File: src/rtl/led_pio_blink.sv
// Memory-mapped LED output port with per-channel blink gating and a shared blink prescaler.
// Optional OUTSET/OUTCLR registers are enabled by defining LED_PIO_BLINK_SETCLR_EN.
module led_pio_blink #(
  parameter int unsigned           WIDTH       = 10,
  parameter logic [WIDTH-1:0]      RESET_VALUE = {WIDTH{1'b1}},
  parameter int unsigned           PRESCALE_W  = 24
) (
  input  logic                     clk,
  input  logic                     reset_n,
  input  logic [2:0]               address,
  input  logic                     chipselect,
  input  logic                     write_n,
  input  logic [31:0]              writedata,
  output logic [31:0]              readdata,
  output logic [WIDTH-1:0]         out_port
);

  localparam logic [2:0] ADDR_DATA     = 3'd0;
  localparam logic [2:0] ADDR_BLINK_EN = 3'd1;
  localparam logic [2:0] ADDR_PERIOD   = 3'd2;
  localparam logic [2:0] ADDR_OUTSET   = 3'd3;
  localparam logic [2:0] ADDR_OUTCLR   = 3'd4;
  localparam logic [2:0] ADDR_STATUS   = 3'd5;

  localparam logic [PRESCALE_W-1:0] CNT_ONE = PRESCALE_W'(1);

  logic [WIDTH-1:0]      r_data;
  logic [WIDTH-1:0]      r_blink_en;
  logic [PRESCALE_W-1:0] r_period;
  logic [PRESCALE_W-1:0] r_cnt;
  logic                  r_phase;

  logic                  w_wr;
  logic [WIDTH-1:0]      w_wdata;
  logic                  w_unused;

  assign w_wr     = chipselect & ~write_n;
  assign w_wdata  = writedata[WIDTH-1:0];
  assign w_unused = ^writedata;

  always_ff @(posedge clk or negedge reset_n) begin
    if (!reset_n) begin
      r_data     <= RESET_VALUE;
      r_blink_en <= '0;
    end else if (w_wr) begin
      case (address)
        ADDR_DATA:     r_data     <= w_wdata;
        ADDR_BLINK_EN: r_blink_en <= w_wdata;
`ifdef LED_PIO_BLINK_SETCLR_EN
        ADDR_OUTSET:   r_data     <= r_data | w_wdata;
        ADDR_OUTCLR:   r_data     <= r_data & ~w_wdata;
`endif
        default: ;
      endcase
    end
  end

  // A PERIOD write restarts the blink cycle and wins over a coincident terminal count.
  always_ff @(posedge clk or negedge reset_n) begin
    if (!reset_n) begin
      r_period <= '0;
      r_cnt    <= '0;
      r_phase  <= 1'b0;
    end else if (w_wr && (address == ADDR_PERIOD)) begin
      r_period <= writedata[PRESCALE_W-1:0];
      r_cnt    <= '0;
      r_phase  <= 1'b0;
    end else if (r_period == '0) begin
      r_cnt    <= '0;
      r_phase  <= 1'b0;
    end else if (r_cnt >= (r_period - CNT_ONE)) begin
      r_cnt    <= '0;
      r_phase  <= ~r_phase;
    end else begin
      r_cnt    <= r_cnt + CNT_ONE;
    end
  end

  always_comb begin
    readdata = '0;
    case (address)
      ADDR_DATA:     readdata = 32'(r_data);
      ADDR_BLINK_EN: readdata = 32'(r_blink_en);
      ADDR_PERIOD:   readdata = 32'(r_period);
      ADDR_STATUS:   readdata = 32'(r_phase);
      default:       readdata = '0;
    endcase
  end

  assign out_port = r_data & ~(r_blink_en & {WIDTH{r_phase}});

endmodule

File: config.mk
export PLATFORM = sky130hd
export DESIGN_NAME = led_pio_blink
export DESIGN_NICKNAME = d
export VERILOG_FILES = /design/src/rtl/led_pio_blink.sv
export SDC_FILE = /design/constraint.sdc
export NUM_CORES = 1
export LEC_CHECK = 0
export ABC_AREA = 0
export BUFFER_PORTS_ARGS = -buffer_cell sky130_fd_sc_hd__buf_2
export CELL_PAD_IN_SITES_DETAIL_PLACEMENT = 2
export CELL_PAD_IN_SITES_GLOBAL_PLACEMENT = 2
export CORE_UTILIZATION = 35
export DETAILED_ROUTE_END_ITERATION = 10
export PLACE_DENSITY = 0.9
export SYNTH_ARGS = -nofsm -noshare
export SYNTH_HDL_FRONTEND = slang
export SYNTH_SLANG_ARGS = --single-unit
export TNS_END_PERCENT = 30
File: constraint.sdc
create_clock -name clk -period 4.5 [get_ports clk]
set_input_delay 0.45 -clock clk [delete_from_list [all_inputs] [get_ports clk]]
set_output_delay 0.45 -clock clk [all_outputs]
set_load 0.01 [all_outputs]
==> results.py, run 1 <==
metrics = {
    "finish": {
        "syn2layout_area_growth_pct": 18.2,
        "num_antenna_cells": 0,
        "finalNonFillerCells": 639,
        "postLayoutCellArea_mm2": 0.00512,
        "drive_above_1_share_pct": 30.3,
        "fin_nets": 553,
        "multi_input_area_mm2": 0.00247,
        "utilization_pct": 42.6,
        "seq_area_mm2": 0.00174,
        "fillers": 1294,
    },
    "critical_path": {
        "crit_slowest_cell": "o2111ai_2",
        "cp-end-kind": "register",
        "worstPathMaxFanout": 16,
        "cp_common_cell": "nor3_1",
        "critPathMaxStageDelay_ns": 0.57,
        "cp.required_ns": 4.70,
        "path_class": "register to register",
        "crit_chain": "nor4_1, nand2_1, or3_1, nor3_1, xnor2_1, ha_1, nand2_1, nor3_1, o2111ai_1, o2111ai_2, buf_4, nor3_1",
        "setup.worst_path.start_class": "register",
        "worstPathArrival_ns": 4.41,
    },
    "timing": {
        "drv_slew": 0,
        "setup_viol": 0,
        "fin_skew_ns": 0.0113,
        "max_slew.worst_pin.slew_ns": 0.927,
        "slew-limit-headroom_pct": 38.1,
        "fmax_mhz": 238,
        "final_hold_viol_count": 0,
        "rsz0062_at_grt": "false",
        "finalCritPeriodShare_pct": 93.5,
        "setup_tns_ns": 0,
        "period_needed_ns": 4.21,
    },
    "logic_synthesis": {
        "synth_cell_types": 46,
        "yosysWarnings": 0,
        "async_flop_share_pct": 100,
        "synth.ff_latch_count": 69,
        "synth_cells": 425,
        "netlist_area_mm2": 0.00433,
        "synth_edf_count": 0,
        "seq_area_frac_synth_pct": 40.2,
        "synth.avg_cell_area_um2": 10.2,
        "synthFlopType": "dfrtp_1",
    },
    "power_and_ir_drop": {
        "switching_power_mw": 0.830,
        "combPwrFrac_pct": 26.8,
        "power_density_mw_per_mm2": 475,
        "p_leak_nw": 2.35,
        "peakVddDrop_uv": 220,
        "seqPwrFrac_pct": 39.3,
        "p_clk_share_pct": 33.9,
        "power.internal_mw": 1.60,
        "p_sw_share_pct": 34.1,
    },
    "floorplanning": {
        "dieArea_mm2": 0.0128,
        "die_y_um": 113,
        "coreArea_mm2": 0.0120,
        "io_pins": 81,
        "start_util_pct": 36.0,
        "die_w_um": 113,
        "placementRows": 40,
    },
    "clock_tree": {
        "clk_pin_slew_ns": 0.06,
        "clock_latency_ns": 0.35,
        "htreeDepth": 3,
        "cts.sinks": 69,
        "post_cts_buffers": 0,
        "cts_resized": 0,
        "cts-buffers-inserted": 9,
        "ctsHoldBuffers": 0,
        "clock_path_buffers": 2,
        "clockRootBuffer": "clkbuf_16",
        "cts_tree": "yes",
    },
    "route": {
        "postRouteAntennaNets": 0,
        "firstDrtPassIters": 4,
        "drc_errors": 0,
        "drtIter0Drc": 105,
        "wl_per_cell_um": 23.6,
        "via_per_inst": 5.62,
        "vias": 3594,
        "drt_wl_total_um": 15100,
    },
    "global_routing": {
        "grt_pass1_vias": 4162,
        "top_usage_layer": "met2",
        "gr-usage-met3_pct": 5.46,
        "grt.total_usage_pct": 25.4,
        "met2_usage_pct": 45.6,
        "grt_max_degree": 45,
        "grt_pass1_wl_um": 24200,
        "met1_usage_pct": 28.9,
        "grt-ovfl-total": 0,
        "antenna_found_initial": 0,
    },
    "run": {
        "max_cap_viol_count": 0,
    },
    "place": {
        "placed_cell_area_mm2": 0.00478,
        "place.detailed.hpwl_um": 10500,
        "dp_cells": 623,
        "finalWeightedCongestion": 0.767,
        "portBuffers": 64,
    },
    "outcome": {
        "status": "finished, final reports clean",
    },
    "hold_path": {
        "hold_class": "primary input to asynchronous set/reset pin",
    },
}
[path summary, 6_finish.rpt]
kind	startpoint	slack, ns	depth (start not counted)	to
worst max register to register	r_period[8]$_DFFE_PN0P_	0.29	12	r_cnt[7]$_DFF_PN0_
worst min-delay path	reset_n	0.12	1	r_period[0]$_DFFE_PN0P_
worst max-delay path	r_period[8]$_DFFE_PN0P_	0.29	12	r_cnt[7]$_DFF_PN0_
max in group asynchronous	reset_n	3.38	2	r_period[16]$_DFFE_PN0P_
min in group clk	writedata[20]	0.34	2	r_period[20]$_DFFE_PN0P_
worst min register to register	r_blink_en[0]$_DFFE_PN0P_	0.53	1	r_blink_en[0]$_DFFE_PN0P_
[synth_stat cells, types with 2 or more instances]
cell type / number / area (µm²)
nor3_1: 36 / 180
dfrtp_1: 59 / 1480
dfstp_2: 10 / 263
o2111ai_1: 2 / 17.5
ha_1: 27 / 338
and4_1: 3 / 26.3
a21oi_1: 17 / 85.1
nand2b_1: 2 / 12.5
and3_1: 8 / 50.1
xor2_1: 18 / 158
nand4_1: 9 / 56.3
nor3b_1: 2 / 15.0
nor2b_1: 2 / 12.5
xnor2_1: 25 / 219
buf_4: 8 / 60.1
a21boi_0: 10 / 75.1
nor4_1: 7 / 43.8
nand3_1: 9 / 45.0
nor2_1: 33 / 124
or4_1: 4 / 30.0
o21ai_0: 5 / 25.0
buf_1: 2 / 7.51
mux2_2: 46 / 518
nand2_1: 19 / 71.3
inv_1: 5 / 18.8
mux2i_1: 10 / 100
and2_1: 14 / 87.6
clkbuf_1: 11 / 41.3
buf_2: 5 / 25.0
[state kept, by name (all words and copies together) (netlist names)]
register,flops
r_data,10
r_cnt,24
r_period,24
r_phase,1
r_blink_en,10
[placed cells by master, fill, tap and decap left out, drive strengths merged, types with 10 or more instances in the layout]
master	netlist	layout
nand2	19	19
nor2	34	34
dfstp	10	10
a21boi	10	10
ha	27	27
dfrtp	59	59
clkbuf	11	10
mux2i	10	10
and2	14	14
buf	15	70
xnor2	25	25
mux2	46	46
nor3	36	36
xor2	18	18
a21oi	17	17
[through the flow]
step           worst slack, ns  hold WS [ns]  power (mW)
6_report                 0.295         0.120        2.43
5_1_grt                 0.0992         0.163        2.56
4_1_cts                  0.362         0.125        2.45
3_5_place_dp             0.487         0.497        1.59
3_3_place_gp             0.725         0.484        1.48
2_1_floorplan             1.20         0.154        1.31
[kinds of logic (layout without fill, tap and decap cells)]
family	Yosys count	count (layout)	share of synthesized area (%)
compound gates	42	42	6.30
xor+xnor	43	43	8.70
fa+ha+maj	27	27	7.81
buf+inv	31	91	3.53
flops	69	69	40.2
mux	56	56	14.3
other cells	1	8	0.0866
simple gates	156	156	19.1
[layout make-up]
| cell class | instances | share of cell area [%] |
|---|---|---|
| Sequential cell | 69 | 34.0 |
| Inverter | 5 | 0.367 |
| Clock inverter | 6 | 2.20 |
| Clock buffer | 10 | 4.47 |
| Tap cell | 147 | 3.59 |
| Multi-Input combinational cell | 332 | 48.2 |
| Timing Repair Buffer | 70 | 7.14 |
[critical path: cells and delay by family (launching register included)]
family / cells / cell delay (ns)
buffers and inverters: 1 / 0.34
and+or+nand+nor: 7 / 1.92
DFF: 1 / 0.51
xor gates and xnor gates: 1 / 0.19
AOI/OAI and AO/OA: 2 / 0.78
adders and majority gates: 1 / 0.32
[per-layer routing]
metal / part of all wire (%) / vias up
met5: 0 / -
met2: 52 / 97
met3: 3.3 / 41
met4: 3.6 / 0
met1: 41 / 1826
li1: - / 1630
[power by group through the flow]
| stage | registers [mW] | clock network [mW] | logic (mW) |
|---|---|---|---|
| finish | 0.955 | 0.826 | 0.652 |
| global route | 0.972 | 0.865 | 0.722 |
| global placement | 0.926 | 0 | 0.557 |
| detailed placement | 0.950 | 0 | 0.639 |
| CTS | 0.950 | 0.844 | 0.660 |
| floorplan | 0.869 | 0 | 0.442 |
Note: power is estimated with default switching activity, not from simulation.
==> run 2, diff against run 1 <==
--- a/config.mk
+++ b/config.mk
@@ -9,6 +9,7 @@
 export BUFFER_PORTS_ARGS = -buffer_cell sky130_fd_sc_hd__buf_2
 export CELL_PAD_IN_SITES_DETAIL_PLACEMENT = 2
 export CELL_PAD_IN_SITES_GLOBAL_PLACEMENT = 2
+export CORE_ASPECT_RATIO = 2
 export CORE_UTILIZATION = 35
 export DETAILED_ROUTE_END_ITERATION = 10
 export PLACE_DENSITY = 0.9
==> run 2 against run 1 <==
  * Largest power group unchanged
  * Highest routed layer unchanged
  * Flip-flop and latch count stayed put
  * Worst setup slack better by 0.21 ns
  * Maximum frequency is 5.3% higher
==> results.py, run 2 (synthesis results as in run 1) <==
metrics = {
    "outcome": {
        "status": "finished, final reports clean",
    },
    "clock_tree": {
        "clockRootBuffer": "clkbuf_16",
        "clock_latency_ns": 0.34,
        "htreeDepth": 3,
        "clock_path_buffers": 2,
        "cts.sinks": 69,
        "ctsHoldBuffers": 0,
        "clk_pin_slew_ns": 0.06,
        "cts_tree": "yes",
        "cts-buffers-inserted": 9,
        "cts_resized": 0,
        "post_cts_buffers": 0,
    },
    "global_routing": {
        "grt_max_degree": 70,
        "grt_pass1_vias": 4330,
        "grt-ovfl-total": 0,
        "grt.total_usage_pct": 25.4,
        "grt_pass1_wl_um": 23900,
        "antenna_found_initial": 0,
    },
    "route": {
        "via_per_inst": 5.66,
        "drt_wl_total_um": 15100,
        "drtIter0Drc": 159,
        "drc_errors": 0,
        "wl_per_cell_um": 23.6,
        "vias": 3625,
        "postRouteAntennaNets": 0,
        "firstDrtPassIters": 4,
    },
    "finish": {
        "syn2layout_area_growth_pct": 17.1,
        "top_regs": "r_cnt (24), r_period (24)",
        "drive_above_1_share_pct": 30.2,
        "seq_area_mm2": 0.00174,
        "final_common_cell": "buf_2",
        "multi_input_area_mm2": 0.00246,
        "fillers": 1291,
        "layout_common_cells": "buf_2, dfrtp_1, mux2_2",
        "num_antenna_cells": 0,
        "fin_nets": 554,
    },
    "power_and_ir_drop": {
        "power_density_mw_per_mm2": 447,
        "p_clk_share_pct": 29.5,
        "combPwrFrac_pct": 28.7,
        "p_leak_nw": 2.31,
        "seqPwrFrac_pct": 41.9,
        "switching_power_mw": 0.828,
        "peakVddDrop_uv": 254,
        "report.power.total_mw": 2.26,
        "p_sw_share_pct": 36.6,
        "power.internal_mw": 1.44,
    },
    "floorplanning": {
        "placementRows": 57,
        "die_w_um": 80.6,
        "die_y_um": 159,
        "io_pins": 81,
        "start_util_pct": 35.7,
        "coreArea_mm2": 0.0121,
        "dieArea_mm2": 0.0128,
    },
    "timing": {
        "max_slew.worst_pin.slew_ns": 0.911,
        "period_needed_ns": 3.99,
        "drv_slew": 0,
        "fmax_mhz": 250,
        "setup_viol": 0,
        "fin_skew_ns": 0.00577,
        "slew-limit-headroom_pct": 39.3,
        "final_hold_viol_count": 0,
        "setup_tns_ns": 0,
        "finalCritPeriodShare_pct": 88.8,
        "rsz0062_at_grt": "false",
    },
    "place": {
        "finalWeightedCongestion": 0.779,
        "place.detailed.hpwl_um": 11400,
        "portBuffers": 64,
    },
    "critical_path": {
        "cp-end-kind": "register",
        "cp.required_ns": 4.72,
        "critPathMaxStageDelay_ns": 0.49,
        "setup.worst_path.start_class": "register",
        "path_class": "register to register",
        "worstPathMaxFanout": 25,
        "crit_chain": "nor4_1, nand4_1, or2_2, nor4_2, xnor2_1, ha_1, nand4_1, nor3_1, o2111ai_1, o2111ai_1, buf_12, mux2_2",
        "crit_slowest_cell": "nor4_1",
        "worstPathArrival_ns": 4.22,
    },
    "run": {
        "max_cap_viol_count": 0,
    },
    "hold_path": {
        "hold_class": "primary input to asynchronous set/reset pin",
    },
}
[run 2: cell count changes in the layout (fill, tap and decap cells not counted)]
cell        previous run  this run
buf_12                 0         1
bufinv_16              3         0
clkinv_2               1         0
clkinv_4               2         0
clkinvlp_4             0         4
inv_6                  0         2
o2111ai_1              1         2
o2111ai_2              1         0
[run 2: final timing paths]
check                                     startpoint  cells past startpoint  slack (ns)                        end
setup reg to reg            r_period[10]$_DFFE_PN0P_                     12        0.51        r_phase$_DFFE_PN0P_
hold / removal                               reset_n                      2        0.32  r_blink_en[1]$_DFFE_PN0P_
min in group clk                       writedata[22]                      2        0.34   r_period[22]$_DFFE_PN0P_
max in group asynchronous                    reset_n                      2        3.59        r_cnt[19]$_DFF_PN0_
setup / recovery            r_period[10]$_DFFE_PN0P_                     12        0.51        r_phase$_DFFE_PN0P_
hold reg to reg            r_blink_en[5]$_DFFE_PN0P_                      1        0.54  r_blink_en[5]$_DFFE_PN0P_
[run 2: per-stage QoR]
step	hold WS [ns]	instances	instance area (µm²)	setup WS, ns	util, %
floorplan	0.154	432	4350	1.20	-
global placement	0.505	624	4790	0.754	39.5
detailed placement	0.529	624	4790	0.510	39.5
CTS	0.340	640	5070	0.501	41.8
global route	0.345	640	5070	0.389	41.8
finish	0.315	640	5070	0.505	41.8
[run 2: critical path, delay by kind of cell, from the launching register on]
| family | cells | cell delay [ns] |
|---|---|---|
| multiplexers | 1 | 0.35 |
| AO/OA/AOI/OAI | 2 | 0.51 |
| buffers and inverters | 1 | 0.22 |
| adder cells (fa/ha/maj) | 1 | 0.31 |
| XOR/XNOR | 1 | 0.12 |
| AND/OR/NAND/NOR | 6 | 1.89 |
| flip-flops | 1 | 0.48 |
[run 2: layer usage]
metal / wire length (µm) / GRT usage [%] / share of wire, %
met1: 5090 / 23.5 / 34
met2: 8770 / 48.8 / 58
met3: 419 / 3.78 / 2.8
met4: 851 / 16.1 / 5.6
met5: 0 / 0 / 0
[run 2: power by group through the flow]
stage | logic (mW) | clock network, mW | registers (mW)
6_report | 0.649 | 0.668 | 0.948
5_1_grt | 0.705 | 0.701 | 0.966
4_1_cts | 0.659 | 0.681 | 0.946
3_5_place_dp | 0.646 | 0 | 0.953
3_3_place_gp | 0.564 | 0 | 0.925
2_1_floorplan | 0.442 | 0 | 0.869
[run 2: area by class of cell]
cell class | count | area share [%]
well taps | 147 | 3.63
repair buffers | 71 | 7.61
clock inverters | 6 | 0.939
inverters | 5 | 0.370
clock buffers | 10 | 4.52
multi-input cells | 332 | 48.6
flip-flops and latches | 69 | 34.3
